$ cat config.mk
export PLATFORM = sky130hd
export DESIGN_NAME = fifo_row_packer_flat
export DESIGN_NICKNAME = d
export VERILOG_FILES = /design/src/rtl/fifo_row_packer_if.sv /design/src/rtl/fifo_row_packer.sv /design/src/flat_wrapper.sv
export SDC_FILE = /design/constraint.sdc
export NUM_CORES = 1
export LEC_CHECK = 0
export ABC_AREA = 1
export ABC_CLOCK_PERIOD_IN_PS = 8700
export CAP_MARGIN = 20
export CORE_ASPECT_RATIO = 1.75
export CORE_MARGIN = 4
export CORE_UTILIZATION = 35
export DETAILED_ROUTE_END_ITERATION = 8
export MAX_ROUTING_LAYER = met4
export PLACE_DENSITY = 0.7
export REMOVE_ABC_BUFFERS = 1
export SYNTH_ARGS = -nofsm -noshare
export SYNTH_HDL_FRONTEND = slang
export SYNTH_SLANG_ARGS = --single-unit
$ cat constraint.sdc
create_clock -name clk -period 8.7 [get_ports clk]
set_clock_uncertainty 0.05 [all_clocks]
set_input_delay 1.74 -clock clk [delete_from_list [all_inputs] [get_ports clk]]
set_output_delay 1.74 -clock clk [all_outputs]
set_load 0.005 [all_outputs]
$ cat src/rtl/fifo_row_packer_if.sv
// Bundle of the command, FIFO-drain and row-output signals of fifo_row_packer.
//   command : start, num_rows (to packer); busy, done (from packer)
//   FIFO    : fifo_data, fifo_empty (to packer); fifo_next_en (from packer)
//   row     : row_data, row_valid (from packer); row_ready (to packer)
// master is the packer side, slave is the surrounding environment.
interface fifo_row_packer_if #(
  parameter int unsigned FIFO_WIDTH    = 8,
  parameter int unsigned ROW_LENGTH    = 14,
  parameter int unsigned ROW_CNT_WIDTH = 8
);
  logic                             start;
  logic [ROW_CNT_WIDTH-1:0]         num_rows;
  logic                             busy;
  logic                             done;
  logic [FIFO_WIDTH-1:0]            fifo_data;
  logic                             fifo_empty;
  logic                             fifo_next_en;
  logic [ROW_LENGTH*FIFO_WIDTH-1:0] row_data;
  logic                             row_valid;
  logic                             row_ready;

  modport master (
    input  start, num_rows, fifo_data, fifo_empty, row_ready,
    output busy, done, fifo_next_en, row_data, row_valid
  );

  modport slave (
    output start, num_rows, fifo_data, fifo_empty, row_ready,
    input  busy, done, fifo_next_en, row_data, row_valid
  );
endinterface

$ cat src/rtl/fifo_row_packer.sv
// Drains a show-ahead byte FIFO and packs ROW_LENGTH consecutive entries into
// one systolic-array row, presented over valid/ready. A command (start +
// num_rows) transfers num_rows rows and ends with a one-cycle done pulse.
//   clk, rst : clock, asynchronous active-high reset
//   bus      : fifo_row_packer_if.master (command, FIFO drain, row output)
module fifo_row_packer #(
  parameter int unsigned FIFO_WIDTH    = 8,
  parameter int unsigned ROW_LENGTH    = 14,
  parameter int unsigned ROW_CNT_WIDTH = 8
) (
  input  logic              clk,
  input  logic              rst,
  fifo_row_packer_if.master bus
);

  localparam int unsigned LANE_W = $clog2(ROW_LENGTH);

  typedef enum logic [1:0] {
    IDLE,
    FILL,
    PRESENT
  } state_t;

  state_t                           state_q, state_d;
  logic [LANE_W-1:0]                lane_cnt_q, lane_cnt_d;
  logic [ROW_CNT_WIDTH-1:0]         row_cnt_q, row_cnt_d;
  logic [ROW_CNT_WIDTH-1:0]         rows_tgt_q, rows_tgt_d;
  logic [ROW_LENGTH*FIFO_WIDTH-1:0] row_data_q, row_data_d;
  logic                             done_q, done_d;

  logic                             pop;
  logic                             last_lane;
  // One bit wider so row_cnt+1 never wraps when rows_tgt is all ones.
  logic [ROW_CNT_WIDTH:0]           row_cnt_inc;

  assign pop         = (state_q == FILL) && !bus.fifo_empty;
  assign last_lane   = (lane_cnt_q == LANE_W'(ROW_LENGTH - 1));
  assign row_cnt_inc = {1'b0, row_cnt_q} + (ROW_CNT_WIDTH + 1)'(1);

  always_ff @(posedge clk or posedge rst) begin
    if (rst) begin
      state_q    <= IDLE;
      lane_cnt_q <= '0;
      row_cnt_q  <= '0;
      rows_tgt_q <= '0;
      row_data_q <= '0;
      done_q     <= 1'b0;
    end else begin
      state_q    <= state_d;
      lane_cnt_q <= lane_cnt_d;
      row_cnt_q  <= row_cnt_d;
      rows_tgt_q <= rows_tgt_d;
      row_data_q <= row_data_d;
      done_q     <= done_d;
    end
  end

  always_comb begin
    state_d    = state_q;
    lane_cnt_d = lane_cnt_q;
    row_cnt_d  = row_cnt_q;
    rows_tgt_d = rows_tgt_q;
    row_data_d = row_data_q;
    done_d     = 1'b0;

    case (state_q)
      IDLE: begin
        if (bus.start) begin
          if (bus.num_rows != '0) begin
            rows_tgt_d = bus.num_rows;
            row_cnt_d  = '0;
            lane_cnt_d = '0;
            state_d    = FILL;
          end else begin
            done_d = 1'b1;
          end
        end
      end

      FILL: begin
        if (pop) begin
          // Lanes are overwritten in place; stale lanes are never cleared.
          for (int unsigned k = 0; k < ROW_LENGTH; k++) begin
            if (lane_cnt_q == LANE_W'(k)) begin
              row_data_d[k*FIFO_WIDTH +: FIFO_WIDTH] = bus.fifo_data;
            end
          end
          if (last_lane) begin
            lane_cnt_d = '0;
            state_d    = PRESENT;
          end else begin
            lane_cnt_d = lane_cnt_q + LANE_W'(1);
          end
        end
      end

      PRESENT: begin
        if (bus.row_ready) begin
          row_cnt_d = row_cnt_inc[ROW_CNT_WIDTH-1:0];
          if (row_cnt_inc == {1'b0, rows_tgt_q}) begin
            done_d  = 1'b1;
            state_d = IDLE;
          end else begin
            state_d = FILL;
          end
        end
      end

      default: state_d = IDLE;
    endcase
  end

  assign bus.busy         = (state_q != IDLE);
  assign bus.done         = done_q;
  assign bus.fifo_next_en = pop;
  assign bus.row_data     = row_data_q;
  assign bus.row_valid    = (state_q == PRESENT);

endmodule

$ cat src/flat_wrapper.sv
// flat-port wrapper written by rule: the top's interface ports become plain ports
module fifo_row_packer_flat 
#(
  parameter int unsigned FIFO_WIDTH    = 8,
  parameter int unsigned ROW_LENGTH    = 14,
  parameter int unsigned ROW_CNT_WIDTH = 8
)
  (clk, rst, bus_start, bus_num_rows, bus_fifo_data, bus_fifo_empty, bus_row_ready, bus_busy, bus_done, bus_fifo_next_en, bus_row_data, bus_row_valid);
  fifo_row_packer_if #(.FIFO_WIDTH(FIFO_WIDTH), .ROW_LENGTH(ROW_LENGTH), .ROW_CNT_WIDTH(ROW_CNT_WIDTH)) bus_i ();
  input  logic clk;
  input  logic rst;
  input wire logic [$bits(bus_i.start)-1:0] bus_start;
  input wire logic [$bits(bus_i.num_rows)-1:0] bus_num_rows;
  input wire logic [$bits(bus_i.fifo_data)-1:0] bus_fifo_data;
  input wire logic [$bits(bus_i.fifo_empty)-1:0] bus_fifo_empty;
  input wire logic [$bits(bus_i.row_ready)-1:0] bus_row_ready;
  output wire logic [$bits(bus_i.busy)-1:0] bus_busy;
  output wire logic [$bits(bus_i.done)-1:0] bus_done;
  output wire logic [$bits(bus_i.fifo_next_en)-1:0] bus_fifo_next_en;
  output wire logic [$bits(bus_i.row_data)-1:0] bus_row_data;
  output wire logic [$bits(bus_i.row_valid)-1:0] bus_row_valid;
  assign bus_i.start = bus_start;
  assign bus_i.num_rows = bus_num_rows;
  assign bus_i.fifo_data = bus_fifo_data;
  assign bus_i.fifo_empty = bus_fifo_empty;
  assign bus_i.row_ready = bus_row_ready;
  assign bus_busy = bus_i.busy;
  assign bus_done = bus_i.done;
  assign bus_fifo_next_en = bus_i.fifo_next_en;
  assign bus_row_data = bus_i.row_data;
  assign bus_row_valid = bus_i.row_valid;
  fifo_row_packer #(.FIFO_WIDTH(FIFO_WIDTH), .ROW_LENGTH(ROW_LENGTH), .ROW_CNT_WIDTH(ROW_CNT_WIDTH)) u_core (.clk(clk), .rst(rst), .bus(bus_i));
endmodule
Word level (Yosys, flattened, before mapping)
Index checks and enable logic that the tools add are counted.
{"block": "classes", "n_reduce_logical": 26, "mux": 21, "n_eq_ne": 21, "add_sub_neg": 2}
{"op": "$reduce_and 3->1", "n": 15}
{"op": "$eq 4x4->1 const B", "n": 6}
{"op": "$mux 8", "n": 3}
{"op": "$eq 4x3->1 const B", "n": 4}
{"op": "$mux 4", "n": 4}
{"op": "$pmux 8 s2", "n": 1}
{"op": "$mux 2", "n": 5}
{"op": "$add 8x1->9 const B", "n": 1}
{"op": "$eq 9x8->1", "n": 1}
{"op": "$eq 4x2->1 const B", "n": 2}
{"op": "$pmux 4 s2", "n": 1}
{"op": "$reduce_and 4->1", "n": 2}
{"op": "$reduce_bool 8->1", "n": 1}
{"op": "$ne 2x2->1 const B", "n": 3}
{"op": "$pmux 2 s3", "n": 1}
{"op": "$reduce_bool 2->1", "n": 3}
{"op": "$mux 1", "n": 5}
{"op": "$reduce_and 5->1", "n": 1}
{"op": "$add 4x1->4 const B", "n": 1}
{"op": "$eq 4x1->1 const B", "n": 1}
{"op": "$logic_not 4->1", "n": 1}
{"op": "$ne 2x1->1 const B", "n": 2}
{"op": "$eq 2x1->1 const B", "n": 1}
{"op": "$eq 2x2->1 const B", "n": 1}
{"op": "4 further kinds", "n": 4}
{"block": "totals", "elab_cells": 89, "ff_bits": 135, "input_bits": 21, "output_inout_bits": 116}

Depth between registers and ports, before layout
Gate-level depths: netlist of the first run.
{"block": "depth", "ltp_word": 5, "depth_mapped": 12, "ltp_nobuf": 12}

Worst setup path after synthesis of the first run
No wires, ideal clock.
{"block": "synth_timing", "path_type": "input to output", "from": "input bus_fifo_empty", "to": "output bus_fifo_next_en", "slack_ns": 4.866, "arrival_ns": 2.044, "cell_stages": 2, "path_cell_list": "nor2_8 buf_12"}
{"block": "synth_via", "elab_chain_cells": 2}
{"element": "start, declared", "line_no": "flat_wrapper.sv:15", "source": "input wire logic [$bits(bus_i.fifo_empty)-1:0] bus_fifo_empty;"}
{"element": "$logic_not 1->1", "line_no": "fifo_row_packer.sv:36", "source": "assign pop = (state_q == FILL) && !bus.fifo_empty;"}
{"element": "$logic_and 1x1->1", "line_no": "fifo_row_packer.sv:36"}
{"element": "end, declared", "line_no": "flat_wrapper.sv:19", "source": "output wire logic [$bits(bus_i.fifo_next_en)-1:0] bus_fifo_next_en;"}
Every way passes these cells.

Worst setup path in the final report of the first run
Ends and elaborated chain as after synthesis.

==> results.sh, run 1 <==
export IMPL_cts_setup_buffers=0
export IMPL_place_gp_congestion=0.821
export IMPL_io_buffers=136
export IMPL_grt_pass1_wl_um=23900
export IMPL_drt_iter0_markers=289
export IMPL_dp_cells=881
export IMPL_outcome="complete, no violations"
export IMPL_path_class="in2out"
export IMPL_rows=61
export IMPL_hp_class="reg2reg"
export IMPL_hpwlAfterDp_um=10700
export IMPL_cts_sinks=135
export IMPL_timing_rr_end="u_core.row_cnt_q[3]"
export IMPL_core_area_mm2=0.0158
export IMPL_finalHoldViolCount=0
export IMPL_cp_arrival_ns=3.23
export IMPL_stdcell_count=913
export IMPL_holdPathEnd="u_core.bus.row_data[102]"
export IMPL_die_w_um=104
export IMPL_ios=137
export IMPL_crit_top_cell="clkdlybuf4s50_1"
export IMPL_synthCells=580
export IMPL_finalMaxSlewViolations=0
export IMPL_synth_ff_type="dfrtp_1"
export IMPL_numCtsBuffers=17
export IMPL_drv_cap=0
export IMPL_yosysUniqueCellTypes=29
export IMPL_period_minus_slack_ns=5.02
export IMPL_final_util_pct=48.5
export IMPL_holdWs_ns=0.432
export IMPL_final_common_cell="nand2_1"
export IMPL_slowest_delay_ns=0.58
export IMPL_die_area_mm2=0.0182
export IMPL_period_share_pct=57.7
export IMPL_h_tree_depth=4
export IMPL_leakage_nw=3.46
export IMPL_worst_pin_slew_ns=0.894
export IMPL_post_cts_resized=0
export IMPL_synthArstFlopShare_pct=100
export IMPL_grt_remaining_overflow=0
export IMPL_rsz0062_at_grt="false"
export IMPL_clk_pin_slew_worst_paths_ns=0.06
export IMPL_clockRootBuffer="clkbuf_16"
export IMPL_synth_edf_count=0
export IMPL_relSlewSlack_pct=40.4
export IMPL_syn_avg_cell_area_um2=9.68
export IMPL_cts_tree="built"
export IMPL_start_kind="input pin"
export IMPL_rr_worst_depth=6
export IMPL_grt_max_degree=72
export IMPL_synth_top_area_share_pct=60.2
export IMPL_final_cell_mix="nand2_1, clkdlybuf4s50_1, dfrtp_1"
export IMPL_n_antenna_cell=0
export IMPL_synth_area_leaders="dfrtp_1, nand2_1, o21ai_0"
export IMPL_power_total_mw=2.73
export IMPL_yosys_warnings=0
export IMPL_synth_seq_area_share_pct=60.2
export IMPL_synth_top_cell_by_area="dfrtp_1"
export IMPL_r2r_start="u_core.state_q[1]"
export IMPL_detail_route_first_pass_iterations=5
export IMPL_rrSetupSlack_ns=6.60
export IMPL_vdd_drop_max_mv=0.152
export IMPL_slowest_stage="clkdlybuf4s50_1"
export IMPL_wl_per_cell_um=16.2
export IMPL_max_freq_mhz=199
export IMPL_area_growth_pct=36.5
export IMPL_worstSkewPairLatency_ns=0.41
export IMPL_critPathRequiredTime_ns=6.91
export IMPL_worstHoldStart="u_core.bus.row_data[102]"
export IMPL_die_h_um=176
export IMPL_remaining_drc_errors=0
export IMPL_setup_tns_ns=0
export IMPL_routed_wl_um=14800
export IMPL_fill_cells=1449
export IMPL_layout_drive_gt1_share_pct=10.4
export IMPL_netlist_area_mm2=0.00561
export IMPL_grt_pass1_vias=4275
export IMPL_power_density_mw_per_mm2=357
export IMPL_critical_path_peak_fanout=13
export IMPL_ant_nets=0
export IMPL_num_vias=4352
export IMPL_end_kind="output port"
export IMPL_antenna_found_initial=0
export IMPL_min_delay_path_depth=2
export IMPL_grt_use_total_pct=17.4
export IMPL_setup_violations=0
export IMPL_ys_seq_elements=135
export IMPL_ctsHoldBuffers=0
export IMPL_cp_cell_sequence="clkdlybuf4s50_1 -> nor2_8 -> clkdlybuf4s50_1"
export IMPL_fin_nets=733
export IMPL_via_per_inst=4.77
export IMPL_start_util_pct=35.5
export IMPL_cts_buffer_depth=2
[synth_stat cells, types with 3 or more instances]
master	number
nor2_2	3
nor2_1	21
dfrtp_1	135
inv_2	3
nand2_2	5
clkbuf_1	10
buf_6	7
inv_1	39
nand3_1	20
o21ai_0	92
o21ai_2	16
nand3_4	8
nor2_4	4
o21ai_1	21
buf_2	7
nand2_1	172
[power by group]
part           switching [mW]  internal [mW]
clock network           0.282          0.464
registers               0.151          0.875
logic                   0.439          0.522
total                   0.872           1.86
[metal layers]
layer / global-route usage (%) / vias up / wire, um
met5: - / - / 0
met4: 7.10 / 0 / 357
met3: 3.64 / 19 / 568
met2: 30.9 / 113 / 8180
met1: 19.1 / 2063 / 5710
li1: - / 2157 / -
[layout make-up]
class,instances,area (um^2),area share (%)
flip-flops and latches,135,3380,44.1
well taps,189,236,3.09
inverters,42,163,2.12
clock buffers,20,447,5.83
multi-input cells,378,1900,24.9
repair buffers,137,1370,17.9
clock inverters,12,165,2.16
[registers in the layout, indices dropped and copies added (netlist names)]
name,count
u_core.row_cnt_q,8
u_core.state_q,2
u_core.bus.row_data,112
u_core.rows_tgt_q,8
u_core.bus.done,1
u_core.lane_cnt_q,4
[logic make-up (layout without fill, tap and decap cells)]
group / Yosys count / after routing / share of synthesized area [%]
flip-flops: 135 / 135 / 60.2
AND/OR/NAND/NOR: 242 / 242 / 20.4
adder cells (fa/ha/maj): 1 / 1 / 0.223
buffers and inverters: 67 / 211 / 5.86
AO/OA/AOI/OAI: 135 / 135 / 13.3
[per-stage QoR]
step / setup slack (ns) / cell area, um^2
2_1_floorplan: 3.30 / 5440
3_3_place_gp: 3.69 / 7050
3_5_place_dp: 3.66 / 7050
4_1_cts: 3.66 / 7660
5_1_grt: 3.63 / 7660
6_report: 3.68 / 7660
[worst max path at each step]
stage | startpoint | to | slack [ns] | cells after the start
global placement | bus_fifo_empty | bus_fifo_next_en | 3.69 | 3
detailed placement | bus_fifo_empty | bus_fifo_next_en | 3.66 | 3
floorplan | rst | u_core.bus.done | 3.30 | 1
finish | bus_fifo_empty | bus_fifo_next_en | 3.68 | 3
global route | bus_fifo_empty | bus_fifo_next_en | 3.63 | 3
CTS | bus_fifo_empty | bus_fifo_next_en | 3.66 | 3
[worst max-delay path: cells and delay by family]
family / cells / cell delay, ns
buf+inv: 2 / 1.09
simple gates: 1 / 0.40
No activity file was read; power rests on OpenSTA's default activity.
==> run 2, diff against run 1 <==
--- a/config.mk
+++ b/config.mk
@@ -6,7 +6,7 @@
 export NUM_CORES = 1
 export LEC_CHECK = 0
 export ABC_AREA = 1
-export ABC_CLOCK_PERIOD_IN_PS = 8700
+export ABC_CLOCK_PERIOD_IN_PS = 5050
 export CAP_MARGIN = 20
 export CORE_ASPECT_RATIO = 1.75
 export CORE_MARGIN = 4
==> constraint.sdc (replaced) <==
create_clock -name clk -period 5.05 [get_ports clk]
set_clock_uncertainty 0.05 [all_clocks]
set_input_delay 1.01 -clock clk [delete_from_list [all_inputs] [get_ports clk]]
set_output_delay 1.01 -clock clk [all_outputs]
set_load 0.005 [all_outputs]
==> results.sh, run 2 (synthesized netlist as in run 1, its figures left out) <==
export IMPL_drt_iter0_markers=230
export IMPL_period_minus_slack_ns=3.55
export IMPL_clockRootBuffer="clkbuf_16"
export IMPL_worst_pin_slew_ns=0.957
export IMPL_area_growth_pct=36.7
export IMPL_remaining_drc_errors=0
export IMPL_relSlewSlack_pct=36.2
export IMPL_cts_tree="built"
export IMPL_h_tree_depth=4
export IMPL_vdd_drop_max_mv=0.311
export IMPL_grt_remaining_overflow=0
export IMPL_place_gp_congestion=0.831
export IMPL_die_w_um=104
export IMPL_leakage_nw=3.46
export IMPL_antenna_found_initial=0
export IMPL_rr_worst_depth=8
export IMPL_outcome="complete, no violations"
export IMPL_n_antenna_cell=0
export IMPL_grt_max_degree=104
export IMPL_cts_setup_buffers=0
export IMPL_ios=137
export IMPL_path_class="in2out"
export IMPL_grt_use_total_pct=17.6
export IMPL_critPathRequiredTime_ns=3.99
export IMPL_via_per_inst=4.79
export IMPL_grt_pass1_wl_um=24200
export IMPL_layout_drive_gt1_share_pct=10.8
export IMPL_rows=61
export IMPL_finalHoldViolCount=0
export IMPL_start_util_pct=35.5
export IMPL_setup_violations=0
export IMPL_clk_pin_slew_worst_paths_ns=0.06
export IMPL_finalMaxSlewViolations=0
export IMPL_final_common_cell="nand2_1"
export IMPL_largest_register_ffs=112
export IMPL_fin_nets=734
export IMPL_die_h_um=176
export IMPL_max_freq_mhz=282
export IMPL_wl_per_cell_um=16.5
export IMPL_end_kind="output port"
export IMPL_num_vias=4376
export IMPL_rsz0062_at_grt="false"
export IMPL_stdcell_count=914
export IMPL_ctsHoldBuffers=0
export IMPL_die_area_mm2=0.0182
export IMPL_fill_cells=1458
export IMPL_cts_buffer_depth=2
export IMPL_grt_pass1_vias=4461
export IMPL_detail_route_first_pass_iterations=4
export IMPL_hpwlAfterDp_um=10700
export IMPL_setup_tns_ns=0
export IMPL_register_area_mm2=0.00338
export IMPL_start_kind="input pin"
export IMPL_power_density_mw_per_mm2=616
export IMPL_worstSkewPairLatency_ns=0.40
export IMPL_final_cell_mix="nand2_1, clkdlybuf4s50_1, dfrtp_1"
export IMPL_multiInputGateArea_mm2=0.00190
export IMPL_cts_sinks=135
export IMPL_routed_wl_um=15100
export IMPL_critical_path_peak_fanout=13
export IMPL_holdWs_ns=0.433
export IMPL_ant_nets=0
export IMPL_drv_cap=0
export IMPL_io_buffers=136
export IMPL_numCtsBuffers=17
export IMPL_cp_arrival_ns=2.49
export IMPL_dp_cells=882
export IMPL_core_area_mm2=0.0158
export IMPL_post_cts_resized=0
export IMPL_hp_class="reg2reg"
export IMPL_period_share_pct=70.3
export IMPL_min_delay_path_depth=2
run 2: changes by cell type in the layout (fill, tap and decap cells not counted), sizes merged:
| cell | delta |
|---|---|
| buf | +1 |
| clkbuf | -3 |
| clkinv | -1 |
| clkinvlp | +1 |
| inv | +3 |
run 2: metrics by stage:
| step | power (mW) | setup slack [ns] | utilization [%] | instance area, um^2 |
|---|---|---|---|---|
| 2_1_floorplan | 2.44 | 0.379 | - | 5440 |
| 3_3_place_gp | 3.43 | 1.50 | 44.7 | 7060 |
| 3_5_place_dp | 3.46 | 1.48 | 44.7 | 7060 |
| 4_1_cts | 4.78 | 1.48 | 48.6 | 7670 |
| 5_1_grt | 5.02 | 1.45 | 48.6 | 7670 |
| 6_report | 4.73 | 1.50 | 48.6 | 7670 |
run 2: per-layer routing:
layer  GRT usage [%]  vias up  share of wire [%]
met4            9.26        0                4.3
met5               -        -                  0
met1            18.5     2079                 39
met2            31.7      112                 54
met3            3.02       35                2.9
li1                -     2150                  -
run 2: worst max-delay path, cell delays in order:
cell	delay (ns)
clkdlybuf4s50_1	0.51
nor2_8	0.39
clkdlybuf4s50_1	0.58
run 2: cell type report:
| cell class | instances | share of cell area (%) |
|---|---|---|
| flip-flops and latches | 135 | 44.0 |
| multi-input cells | 378 | 24.8 |
| repair buffers | 138 | 17.9 |
| clock buffers | 17 | 5.55 |
| well taps | 189 | 3.08 |
| clock inverters | 15 | 2.45 |
| inverters | 42 | 2.12 |
run 2: final timing paths:
kind	start	slack, ns	to
setup / recovery	bus_fifo_empty	1.50	bus_fifo_next_en
hold / removal	u_core.bus.row_data[65]	0.43	u_core.bus.row_data[65]
setup reg to reg	u_core.state_q[1]	3.02	u_core.bus.row_data[7]
max in group asynchronous	rst	2.76	u_core.bus.row_data[7]
min in group asynchronous	rst	1.13	u_core.bus.row_data[105]
hold reg to reg	u_core.bus.row_data[65]	0.43	u_core.bus.row_data[65]
run 2: power breakdown:
part	total, mW	internal, mW	leakage (nW)	switching [mW]
sequential	1.77	1.51	1.75	0.259
clock	1.30	0.791	0.303	0.507
combinational	1.66	0.901	1.41	0.763
